## src/rtl/regfile_pkg.sv

```systemverilog
// Shared widths and write-back source encoding for the register-file write path.
package regfile_pkg;
  localparam int XLEN       = 32;
  localparam int REG_ADDR_W = 5;

  typedef enum logic {
    WB_SRC_A = 1'b0,
    WB_SRC_B = 1'b1
  } wb_src_e;
endpackage

```

## src/rtl/rr_arb2.sv

```systemverilog
// Two-way round-robin grant: on a tie the requester that did not win last time is granted.
import regfile_pkg::*;

module rr_arb2 (
  input  logic    req_a,
  input  logic    req_b,
  input  wb_src_e last,
  output logic    gnt_a,
  output logic    gnt_b
);
  assign gnt_a = req_a & (~req_b | (last == WB_SRC_B));
  assign gnt_b = req_b & (~req_a | (last == WB_SRC_A));
endmodule

```

## src/rtl/regfile_wb_arb.sv

```systemverilog
// Arbitrates execute and load write-backs onto the single register-file write port.
import regfile_pkg::*;

module regfile_wb_arb (
  input  logic                  i_clk,
  input  logic                  i_rst_n,
  input  logic                  i_hold,
  input  logic                  i_a_valid,
  input  logic [REG_ADDR_W-1:0] i_a_addr,
  input  logic [XLEN-1:0]       i_a_data,
  output logic                  o_a_ready,
  input  logic                  i_b_valid,
  input  logic [REG_ADDR_W-1:0] i_b_addr,
  input  logic [XLEN-1:0]       i_b_data,
  output logic                  o_b_ready,
  output logic                  o_wr_en,
  output logic [REG_ADDR_W-1:0] o_rd_addr,
  output logic [XLEN-1:0]       o_rd_data,
  output logic                  o_conflict
);
  wb_src_e               last_q;
  logic                  req_a;
  logic                  req_b;
  logic                  gnt_a;
  logic                  gnt_b;
  logic                  xfer;
  logic                  wr_ok;
  logic [REG_ADDR_W-1:0] win_addr;
  logic [XLEN-1:0]       win_data;

  assign req_a = i_a_valid & ~i_hold;
  assign req_b = i_b_valid & ~i_hold;

  rr_arb2 u_arb (
    .req_a (req_a),
    .req_b (req_b),
    .last  (last_q),
    .gnt_a (gnt_a),
    .gnt_b (gnt_b)
  );

  assign o_a_ready = gnt_a;
  assign o_b_ready = gnt_b;

  assign xfer     = gnt_a | gnt_b;
  assign win_addr = gnt_a ? i_a_addr : i_b_addr;
  assign win_data = gnt_a ? i_a_data : i_b_data;
  // x0 writes are consumed upstream but never reach the register file
  assign wr_ok    = xfer & (win_addr != '0);

  always_ff @(posedge i_clk or negedge i_rst_n) begin
    if (!i_rst_n) begin
      last_q <= WB_SRC_B;
    end else if (gnt_a) begin
      last_q <= WB_SRC_A;
    end else if (gnt_b) begin
      last_q <= WB_SRC_B;
    end
  end

  // address/data only move when a real write is issued, otherwise they hold
  always_ff @(posedge i_clk or negedge i_rst_n) begin
    if (!i_rst_n) begin
      o_wr_en    <= 1'b0;
      o_rd_addr  <= '0;
      o_rd_data  <= '0;
      o_conflict <= 1'b0;
    end else begin
      o_wr_en    <= wr_ok;
      o_conflict <= i_a_valid & i_b_valid & ~i_hold;
      if (wr_ok) begin
        o_rd_addr <= win_addr;
        o_rd_data <= win_data;
      end
    end
  end
endmodule

```

## config.mk

```make
export PLATFORM = sky130hd
export DESIGN_NAME = regfile_wb_arb
export DESIGN_NICKNAME = d
export VERILOG_FILES = /design/src/rtl/regfile_pkg.sv /design/src/rtl/rr_arb2.sv /design/src/rtl/regfile_wb_arb.sv
export SDC_FILE = /design/constraint.sdc
export NUM_CORES = 1
export LEC_CHECK = 0
export CAP_MARGIN = 40
export CORE_UTILIZATION = 36
export DETAILED_ROUTE_END_ITERATION = 8
export PLACE_DENSITY = 0.83
export SETUP_SLACK_MARGIN = 0.1
export SLEW_MARGIN = 20
export SYNTH_ARGS = -nofsm -noshare
export SYNTH_HDL_FRONTEND = slang
export SYNTH_SLANG_ARGS = --single-unit
```

## constraint.sdc

```tcl
create_clock -name i_clk -period 2.09 [get_ports i_clk]
set_clock_uncertainty 0.2 [all_clocks]
set_input_delay 0.3135 -clock i_clk [delete_from_list [all_inputs] [get_ports i_clk]]
set_output_delay 0.3135 -clock i_clk [all_outputs]
set_load 0.01 [all_outputs]
```

==> metrics.md, run 1 <==
| Metric | Value |
|---|---|
| Critical path cell sequence | `dlygate4sd2_1 -> or4_4 -> nor4_4 -> a311oi_4 -> buf_6 -> clkbuf_16 -> mux2_4` |
| Max FO, Critical Path | `7` |
| Setup WS pre-CTS | `-0.392 ns` |
| Cell Area, Synth | `2280 um^2` |
| Clock Sinks | `40` |
| Met3 Use GR | `5.11%` |
| # diodes | `0` |
| GPL Wtd Cong | `0.901` |
| Clk pwr share | `21.2%` |
| Placed cell count | `377` |
| Top area cells in the synthesized netlist | `dfrtp_1 43%, mux2_4 19%, mux2_2 17%, and2_1 2.2%, buf_6 2.0%` |
| Avg Synthesized Cell Area | `13.7 um^2` |
| Max_cap viols | `0` |
| H-tree depth | `2` |
| Root Driver | `clkbuf_8` |
| Pin count of the biggest net entering global routing | `22` |
| Worst-margin pin slew | `0.492 ns` |
| Library cells used by synthesis | `30` |
| First-pass GRT wire length | `9.49 mm` |
| Reg clk slew, reported paths | `0.08 ns` |
| Switching power | `656 uW` |
| Area leader, netlist | `dfrtp_1` |
| Met2 Resource Use GR | `35.3%` |
| Chip width | `81.6 um` |
| Power per cell area | `628 nW/um^2` |
| Drt first pass iters | `4` |
| Final setup fails | `0` |
| Worst setup EP type | `flop` |
| TritonCTS buffer count | `5` |
| Core Area | `6030 um^2` |
| Grt ovf | `0` |
| Post-synthesis cell count | `166` |
| CP peak stage delay | `0.46 ns` |
| IO buf count | `119` |
| Gr usage total | `19.1%` |
| Later-pin clock latency in the skew report | `0.28 ns` |
| Ys async rst share | `100%` |
| Register share of total power | `39.4%` |
| Final worst-path setup slack | `0.0574 ns` |
| Crit path required time | `2.06 ns` |
| Initial antenna violation count | `0` |
| Area grow syn2layout | `73.8%` |
| CTS tree | `yes` |
| Die height | `81.6 um` |
| Power, Total | `2490 uW` |
| P_int | `1830 uW` |
| Main synth FF type | `dfrtp_1` |
| Final net count | `397` |
| Routed vias/inst | `4.98` |
| Ys Warns | `0` |
| Status | `complete, no violations` |
| Critical Path AT | `2.01 ns` |
| Fmax | `492 MHz` |
| Register bit total from synthesis | `40` |
| I/O pin count | `120` |
| Global route hottest layer | `met2` |
| Register area share after synthesis | `43.9%` |
| Mapped Nets | `245` |
| Post-synth top area share | `42.8%` |
| Longest Clk Path Bufs | `2` |
| Final slew viol count | `0` |
| Flop2flop setup slack | `0.06 ns` |
| Post-synth EDFFs | `0` |
| Iteration-0 DRC Markers | `43` |
| Routed WL | `6.25 mm` |
| Hold Path Class | `input port to flop` |
| Layout Cells excl Fill | `394` |
| Hold Fails Final Rpt | `0` |
| DIE AREA | `6660 um^2` |
| Relative slew slack | `67.2%` |
| Wirelength per Cell | `15.9 um` |
| Max IR drop VDD | `0.329 mV` |
| Most common cell in the netlist | `dfrtp_1` |
| RSZ-0062 raised after global routing | `yes` |
| Logic pwr share | `39.4%` |
| CP startpoint kind | `input port` |
| Setup TNS | `0 ns` |
| Post-DRT Antenna Nets | `0` |
| Vias | `1962` |
| DRC | `0` |
| Initial cell density of the core | `37.9%` |
| Critical path's slowest cell | `or4_4` |
| Vias in the first global route | `2049` |
| Critical path type | `input port to flop` |
| Leak | `0.00172 uW` |
| Final period util | `97.3%` |
| Layout cells sized above 1 | `38.2%` |
| Switching Fraction | `26.4%` |
| Final min period | `2.03 ns` |
| # rows | `28` |
| Detailed placement HPWL | `4.50 mm` |
| Top cells by count, synth | `39 x dfrtp_1, 35 x mux2_2, 29 x mux2_4, 8 x and2_1, 7 x o21ai_0` |
| Global Route met1 Usage | `21.5%` |
## critical path, delay by kind of cell
family	cells	cell delay, ns
buffers and inverters	3	0.60
AO/OA/AOI/OAI	1	0.05
AND/OR/NAND/NOR	2	0.74
multiplexers	1	0.29
## metal layers
| layer | vias to the layer above | wire (um) |
|---|---|---|
| met4 | 0 | 74 |
| met2 | 99 | 3130 |
| met1 | 940 | 2430 |
| li1 | 915 | - |
| met3 | 8 | 616 |
| met5 | - | 0 |
## what timing repair did
item                                    CTS  global route
hold buffers                              1             0
buffers inserted                          5             0
hold endpoints to repair                 19             0
resized for setup                        34             4
gates cloned                              2             1
pin swaps                                 4             2
endpoints found under the setup margin   34            36
## placed cells by master, fill, tap and decap left out, types with 2 or more instances in the layout
master	n
a311o_1	4
clkdlybuf4s50_1	109
mux2_4	32
o21ai_1	2
nor2_1	4
mux2_2	32
inv_1	3
dlygate4sd2_1	4
buf_2	5
clkbuf_8	6
o41ai_2	2
o21ai_0	5
nand3_1	4
dfrtp_1	39
buf_4	24
a21oi_1	4
buf_6	3
and2_1	8
buf_12	4
buf_16	2
nor3_1	3
## power groups by stage
stage | logic (uW) | registers, uW | clock network, uW
after global placement | 918 | 985 | 0
after detailed placement | 934 | 990 | 0
after CTS | 980 | 979 | 545
after floorplan | 347 | 1050 | 0
final | 981 | 979 | 527
after global routing | 1050 | 994 | 591
## worst paths after layout
path                                     from       endpoint  depth (start not counted)
worst max-delay path              i_a_addr[2]  o_rd_data[18]                          7
worst min-delay path                i_a_valid     o_conflict                          3
worst max register to register         last_q  o_rd_data[18]                          7
worst min register to register  o_rd_data[31]  o_rd_data[31]                          1
max in group asynchronous             i_rst_n         last_q                          3
min in group asynchronous             i_rst_n  o_rd_data[18]                          2
## final cells by class
| cell class | instances | area, um^2 |
|---|---|---|
| clock inverters | 1 | 7.51 |
| flip-flops and latches | 40 | 1000 |
| repair buffers | 154 | 1540 |
| inverters | 3 | 11.3 |
| clock buffers | 7 | 86.3 |
| fillers | 474 | 2060 |
| multi-input cells | 114 | 1220 |
| well taps | 75 | 93.8 |
## state kept, by name (all words and copies together), names as in the netlist
| signal | count |
|---|---|
| o_rd_data | 32 |
| o_rd_addr | 5 |
| last_q | 1 |
| o_conflict | 1 |
| o_wr_en | 1 |
## metrics by stage
stage	instance area, um^2	utilization (%)	hold WS (ns)
after floorplan	2290	-	-0.182
after global placement	3720	61.8	0.0986
after detailed placement	3720	61.8	0.107
after CTS	3940	65.3	0.217
after global routing	3960	65.8	0.248
final	3960	65.8	0.224
## kinds of logic (layout without fill, tap and decap cells)
group / Yosys count / count (layout) / share of synthesized area [%]
multiplexers: 65 / 65 / 36.8
flip-flops: 40 / 40 / 43.9
AND/OR/NAND/NOR: 28 / 28 / 7.95
AO/OA/AOI/OAI: 21 / 21 / 7.08
buffers and inverters: 12 / 165 / 4.22
(Power assumes the default switching activity.)
==> inputs of run 2 (changes only) <==
Settings changed: CORE_UTILIZATION 36 to 34, PLACE_DENSITY 0.83 to 0.82, SYNTH_HIERARCHICAL set to 1.
==> run 2 against run 1 <==
Effect of this change: the flow now finishes with violations (negative setup slack); non-clock buffer count decreased by 7; critical path depth grew 1; fmax fell by 16%; cell area fell by 6.3%; die area is 3.7% lower; sequential power is essentially flat; via count down 15%; sequential cell count unchanged; wire length is 15% lower; critical endpoint is now o_rd_data[26].
==> metrics.md, run 2 <==
| Metric | Value |
|---|---|
| P_int | `1850 uW (+1.1%)` |
| Violated checks | `negative setup slack` |
| Max IR drop VDD | `0.318 mV (-3.4%)` |
| Post-DRT Antenna Nets | `0 (unchanged)` |
| Area grow syn2layout | `79.2%` |
| Relative slew slack | `69.7% (+2.5 points)` |
| Top cells by count, synth | `42 x mux2_2, 39 x dfrtp_1, 28 x mux2_4, 3 x buf_6, 3 x nor2_1` |
| Worst R2R Path Depth | `8 (+1)` |
| Library cells used by synthesis | `22 (-27%)` |
| # rows | `28 (unchanged)` |
| R2r startpoint | `last_q` |
| Met3 Routed Length | `393 um (-36%)` |
| Mapped Nets | `216 (-12%)` |
| Max_cap viols | `0 (unchanged)` |
| Register area share after synthesis | `48.3% (+4.4 points)` |
| First-pass GRT wire length | `8.47 mm (-11%)` |
| Fmax | `412 MHz (-16%)` |
| Crit path required time | `2.05 ns (about the same)` |
| Avg Synthesized Cell Area | `15.1 um^2 (+10%)` |
| Later-pin clock latency in the skew report | `0.28 ns (about the same)` |
| Biggest regs | `o_rd_data x32, o_rd_addr x5` |
| Clk pwr share | `19.1% (-2.1 points)` |
| Initial antenna violation count | `0 (unchanged)` |
| Leak | `0.00159 uW (-8.0%)` |
| Power per cell area | `674 nW/um^2 (+7.3%)` |
| Routed WL | `5.31 mm (-15%)` |
| Clock Sinks | `40 (unchanged)` |
| Final net count | `363 (-8.6%)` |
| Post-synth EDFFs | `0 (unchanged)` |
| Power, Total | `2500 uW (+0.60%)` |
| Detailed placement HPWL | `3.73 mm (-17%)` |
| Final worst-path setup slack | `-0.339 ns (-0.396 ns)` |
| Setup TNS | `-10.58 ns (-10.58 ns)` |
| Critical Path AT | `2.39 ns (+0.38 ns)` |
| Longest Clk Path Bufs | `2 (unchanged)` |
| Cell area after layout | `3710 um^2 (-6.3%)` |
| Main synth FF type | `dfrtp_1` |
| Biggest register | `o_rd_data` |
| Most common cell in the netlist | `mux2_2` |
| Logic pwr share | `40.6% (+1.2 points)` |
| Register share of total power | `40.3% (+0.9 points)` |
| Worst setup EP type | `flop` |
| Core Area | `5890 um^2 (-2.3%)` |
| Layout cells sized above 1 | `41.1% (+2.8 points)` |
| Drt first pass iters | `2 (-2)` |
| Initial cell density of the core | `35.2% (-2.6 points)` |
| Status | `complete, but fails checks` |
| Vias in the first global route | `1792 (-13%)` |
| TritonCTS buffer count | `5 (unchanged)` |
| DRC | `0 (unchanged)` |
| Routed vias/inst | `4.61 (-7.4%)` |
| Final min period | `2.43 ns (+0.396 ns)` |
| Critical path type | `flop to flop` |
| Worst-margin pin slew | `0.454 ns (-0.0374 ns)` |
| Cell Area, Synth | `2070 um^2 (-9.1%)` |
| Top area cells in the synthesized netlist | `dfrtp_1 47%, mux2_2 23%, mux2_4 20%, buf_6 1.6%, dfstp_2 1.3%` |
| Metal-1 WL | `2.08 mm (-14%)` |
| Post-synthesis cell count | `137 (-17%)` |
| Placed inst area | `3420 um^2 (-8.1%)` |
| Grt ovf | `0 (unchanged)` |
| Gr usage total | `17.2% (-1.9 points)` |
| # diodes | `0 (unchanged)` |
| Hold Path Class | `input port to flop` |
| Flop2flop setup slack | `-0.34 ns (-0.40 ns)` |
| Max reg flops | `32 (unchanged)` |
| IO buf count | `119 (unchanged)` |
| Switching Fraction | `26.0% (-0.40 points)` |
| RSZ-0062 raised after global routing | `yes` |
| Reg clk slew, reported paths | `0.07 ns (about the same)` |
| Root Driver | `clkbuf_8` |
| Crit path to | `o_rd_data[26]` |
| Final setup fails | `37 (+37)` |
| Iteration-0 DRC Markers | `21 (-51%)` |
| Ys Warns | `6 (+6)` |
| Hold Fails Final Rpt | `0 (unchanged)` |
| Post-synth top area share | `47.1% (+4.3 points)` |
| Max Used Layer | `met4` |
| Met2 WL | `2.80 mm (-11%)` |
| Chip width | `80.1 um (-1.9%)` |
| Register bit total from synthesis | `40 (unchanged)` |
| Ys async rst share | `100% (unchanged)` |
| Final slew viol count | `0 (unchanged)` |
| RR Endpoint | `o_rd_data[26]` |
| GPL Wtd Cong | `0.755 (-16%)` |
| Max FO, Critical Path | `5 (-2)` |
| Final period util | `116% (+19 points)` |
| Area leader, netlist | `dfrtp_1` |
| Most frequent cells in the layout | `113 x clkdlybuf4s50_1, 42 x mux2_2, 39 x dfrtp_1` |
| DIE AREA | `6410 um^2 (-3.7%)` |
| Die height | `80.1 um (-1.9%)` |
| Vias | `1660 (-15%)` |
| CTS tree | `yes` |
| Critical path startpoint | `last_q` |
| Setup WS pre-CTS | `-0.792 ns (-0.400 ns)` |
| CP startpoint kind | `flop` |
| Most common cell after layout, fill and taps aside | `clkdlybuf4s50_1` |
| Pin count of the biggest net entering global routing | `24 (+9.1%)` |
| H-tree depth | `2 (unchanged)` |
| I/O pin count | `120 (unchanged)` |
| Wirelength per Cell | `14.8 um (-7.0%)` |
| Switching power | `651 uW (-0.90%)` |
[run 2: cell count changes after synthesis, sizes merged, moves of 2 or more]
cell | before | now
or2b | 2 | 0
o41ai | 2 | 0
nor3 | 3 | 0
a311o | 4 | 0
and2 | 8 | 1
buf | 7 | 5
and2b | 2 | 0
nor2b | 0 | 2
a21boi | 0 | 2
a21oi | 4 | 1
a311oi | 2 | 0
mux2 | 64 | 70
nand3 | 4 | 0
o21ai | 7 | 2
[run 2: area by class of cell]
class                   instances  area (um^2)
clock buffers                   7         76.3
multi-input cells              88         1080
inverters                       2         7.51
clock inverters                 1         5.00
fillers                       460         2170
repair buffers                147         1450
flip-flops and latches         40         1000
well taps                      75         93.8
[run 2: worst min-delay path by stage]
stage | from | endpoint | slack (ns) | cells past startpoint
2_1_floorplan | i_rst_n | o_conflict | -0.18 | 0
3_3_place_gp | i_rst_n | o_rd_data[19] | 0.08 | 1
3_5_place_dp | i_rst_n | o_rd_data[19] | 0.09 | 1
4_1_cts | i_b_valid | o_conflict | 0.18 | 2
5_1_grt | i_b_valid | o_conflict | 0.22 | 2
6_report | i_b_valid | o_conflict | 0.22 | 2
[run 2: worst max-delay path, cell delays in order (launching register included)]
cell,delay (ns)
dfstp_2,0.54
inv_2,0.04
a21boi_4,0.14
or4b_4,0.49
o22ai_4,0.21
a21oi_4,0.12
buf_6,0.14
buf_6,0.12
mux2_4,0.29
[run 2: power groups by stage]
stage | registers (uW) | logic [uW] | clock network, uW
2_1_floorplan | 1090 | 350 | 0
5_1_grt | 1030 | 1080 | 530
4_1_cts | 1010 | 1050 | 497
3_5_place_dp | 1020 | 955 | 0
6_report | 1010 | 1020 | 479
3_3_place_gp | 1020 | 936 | 0
[run 2: routing by layer]
metal / up-vias / GRT usage (%)
met3: 5 / 3.41
met1: 801 / 19.5
met5: - / 0
li1: 785 / -
met4: 0 / 3.75
met2: 69 / 32.8
[run 2: timing repair]
action                                  in CTS  in global routing
resized for setup                           36                  0
endpoints found under the setup margin      40                 38
hold buffers                                 1                  0
pin swaps                                    4                  3
buffers inserted                            15                  0
endpoints found under the hold margin       18                  0
gates cloned                                 3                  0
[run 2: through the flow]
stage	util, %	std cells	hold WS, ns
floorplan	-	137	-0.182
global placement	58.2	335	0.0802
detailed placement	58.2	335	0.0888
CTS	63.9	362	0.181
global route	63.1	360	0.222
finish	63.1	360	0.221
[run 2: cells by family (layout without fill, tap and decap cells)]
logic type | after synthesis | count (layout) | share of synthesized area [%]
DFF | 40 | 40 | 48.3
and+or+nand+nor | 10 | 10 | 2.66
AOI/OAI and AO/OA | 7 | 7 | 2.66
muxes | 71 | 71 | 43.6
buffers and inverters | 9 | 157 | 2.78
==> inputs of run 3 (changes only) <==
--- a/constraint.sdc
+++ b/constraint.sdc
@@ -3,3 +3,3 @@
 set_input_delay 0.3135 -clock i_clk [delete_from_list [all_inputs] [get_ports i_clk]]
 set_output_delay 0.3135 -clock i_clk [all_outputs]
-set_load 0.01 [all_outputs]
+set_load 0.005 [all_outputs]
==> run 3 against run 2 <==
Effect of this change: the flow still finishes with violations (negative setup slack); sequential cell count is the same; cell area grew 0.74%; global-route usage increased by 0.56 points; utilization is 0.47 points higher; combinational power is 5% lower; largest power group is now registers; largest cell class unchanged.
==> metrics.md, run 3 (synthesized netlist as in run 2, its figures left out) <==
| Metric | Value |
|---|---|
| Later-pin clock latency in the skew report | `0.27 ns (about the same)` |
| Initial antenna violation count | `0 (unchanged)` |
| Worst R2R Path Depth | `8 (unchanged)` |
| Layout cells sized above 1 | `38.8% (-2.2 points)` |
| Longest Clk Path Bufs | `2 (unchanged)` |
| Violated checks | `negative setup slack` |
| Power per cell area | `664 nW/um^2 (-1.5%)` |
| Root Driver | `clkbuf_8` |
| Worst-margin pin slew | `0.464 ns (+0.0101 ns)` |
| # diodes | `0 (unchanged)` |
| Critical path type | `flop to flop` |
| Initial cell density of the core | `35.2% (unchanged)` |
| RR Endpoint | `o_rd_data[6]` |
| Post-DRT Antenna Nets | `0 (unchanged)` |
| Vias | `1647 (-0.78%)` |
| I/O pin count | `120 (unchanged)` |
| Routed vias/inst | `4.67 (+1.2%)` |
| Vias in the first global route | `1746 (-2.6%)` |
| Flop2flop setup slack | `-0.37 ns (-0.03 ns)` |
| Max FO, Critical Path | `6 (+1)` |
| # rows | `28 (unchanged)` |
| HP Start | `i_b_valid` |
| Detailed placement HPWL | `3.70 mm (-0.86%)` |
| Power, Total | `2480 uW (-0.79%)` |
| Routed WL | `5.25 mm (-1.2%)` |
| Pin count of the biggest net entering global routing | `23 (-4.2%)` |
| Gr usage total | `17.7% (+0.56 points)` |
| Hold Path Stages | `2 (unchanged)` |
| Final net count | `356 (-1.9%)` |
| Fmax | `407 MHz (-1.2%)` |
| Crit path required time | `2.05 ns (about the same)` |
| Wirelength per Cell | `14.9 um (+0.72%)` |
| CP startpoint kind | `flop` |
| H-tree depth | `2 (unchanged)` |
| Relative slew slack | `69.1% (-0.68 points)` |
| Drt first pass iters | `4 (+2)` |
| R2r startpoint | `last_q` |
| IO buf count | `119 (unchanged)` |
| Reg clk slew, reported paths | `0.07 ns (about the same)` |
| CTS tree | `yes` |
| Final setup fails | `38 (+2.7%)` |
| Final period util | `118% (+1.4 points)` |
| Register area | `1000 um^2 (unchanged)` |
| Cell area after layout | `3740 um^2 (+0.74%)` |
| WHS Endpoint | `o_conflict` |
| Die height | `80.1 um (unchanged)` |
| Hold Path Class | `input port to flop` |
| Final worst-path setup slack | `-0.369 ns (-0.0296 ns)` |
| Iteration-0 DRC Markers | `30 (+43%)` |
| Footprint of the multi-input gates | `1080 um^2 (-0.35%)` |
| Final slew viol count | `0 (unchanged)` |
| Placed inst area | `3430 um^2 (+0.29%)` |
| Max IR drop VDD | `0.380 mV (+20%)` |
| Core Area | `5890 um^2 (unchanged)` |
| Worst setup EP type | `flop` |
| Critical Path AT | `2.42 ns (+0.03 ns)` |
| DRC | `0 (unchanged)` |
| Most frequent cells in the layout | `114 x clkdlybuf4s50_1, 41 x mux2_2, 39 x dfrtp_1` |
| Final min period | `2.46 ns (+0.0296 ns)` |
| Clock Sinks | `40 (unchanged)` |
| TritonCTS buffer count | `5 (unchanged)` |
| Max reg flops | `32 (unchanged)` |
| Filler cells | `447 (-2.8%)` |
| Biggest regs | `o_rd_data x32, o_rd_addr x5` |
| Status | `complete, but fails checks` |
| Chip width | `80.1 um (unchanged)` |
| Area grow syn2layout | `80.5%` |
| Biggest register | `o_rd_data` |
| First-pass GRT wire length | `8.58 mm (+1.3%)` |
| RSZ-0062 raised after global routing | `yes` |
| Grt ovf | `0 (unchanged)` |
| GPL Wtd Cong | `0.764 (+1.1%)` |
| Most common cell after layout, fill and taps aside | `clkdlybuf4s50_1` |
| DIE AREA | `6410 um^2 (unchanged)` |
| Max_cap viols | `0 (unchanged)` |
| Hold Fails Final Rpt | `0 (unchanged)` |
| Leak | `0.00158 uW (-0.45%)` |
[run 3: area by class of cell]
type / count / share of cell area (%)
clock buffer: 8 / 2.41
inverter: 2 / 0.201
multi-input combinational: 88 / 28.8
sequential: 40 / 26.8
tap: 75 / 2.51
timing repair buffer: 140 / 39.4
[run 3: metal layers]
layer	GRT usage, %	part of all wire (%)
met1	20.2	40
met2	32.6	52
met3	4.55	7.5
met4	4.64	0.72
met5	0	0
[run 3: power breakdown]
part,switching (uW),internal [uW],leakage [uW],total [uW]
clock network,232,269,0.0000455,501
registers,87.2,926,0.000470,1010
logic,263,706,0.00106,969
total,582,1900,0.00158,2480
[run 3: how the worst max path moves through the flow]
stage                          from            end  slack (ns)  cells past startpoint
final                        last_q   o_rd_data[6]       -0.37                      8
after global placement    i_a_valid   o_rd_data[9]       -0.70                      8
after detailed placement  i_a_valid  o_rd_data[16]       -0.78                      8
after floorplan              last_q   o_rd_addr[1]       -0.27                      7
after global routing         last_q   o_rd_data[6]       -0.44                      8
after CTS                    last_q   o_rd_data[6]       -0.34                      8
[run 3: through the flow]
| step | hold WS (ns) | std cells | worst slack, ns | setup TNS [ns] | util [%] |
|---|---|---|---|---|---|
| 2_1_floorplan | -0.182 | 137 | -0.266 | -8.07 | - |
| 5_1_grt | 0.216 | 353 | -0.440 | -14.52 | 63.6 |
| 6_report | 0.225 | 353 | -0.369 | -11.54 | 63.6 |
| 3_5_place_dp | 0.0931 | 333 | -0.781 | -28.97 | 58.3 |
| 3_3_place_gp | 0.0940 | 333 | -0.698 | -25.82 | 58.3 |
| 4_1_cts | 0.219 | 354 | -0.344 | -11.90 | 64.1 |
[run 3: critical path, stage by stage (launching register included)]
cell and delay (ns):
dfstp_2 0.54, inv_2 0.04, a21boi_4 0.17, or4b_4 0.49
o22ai_4 0.19, a21oi_4 0.10, buf_12 0.16, buf_12 0.14
mux2_4 0.30
[run 3: what timing repair did]
item,4_1_cts,5_1_grt
gates cloned,4,0
hold endpoints to repair,17,0
pin swaps,5,1
endpoints found under the setup margin,40,39
gates resized for setup,24,0
hold buffers,1,0
buffers inserted,9,0
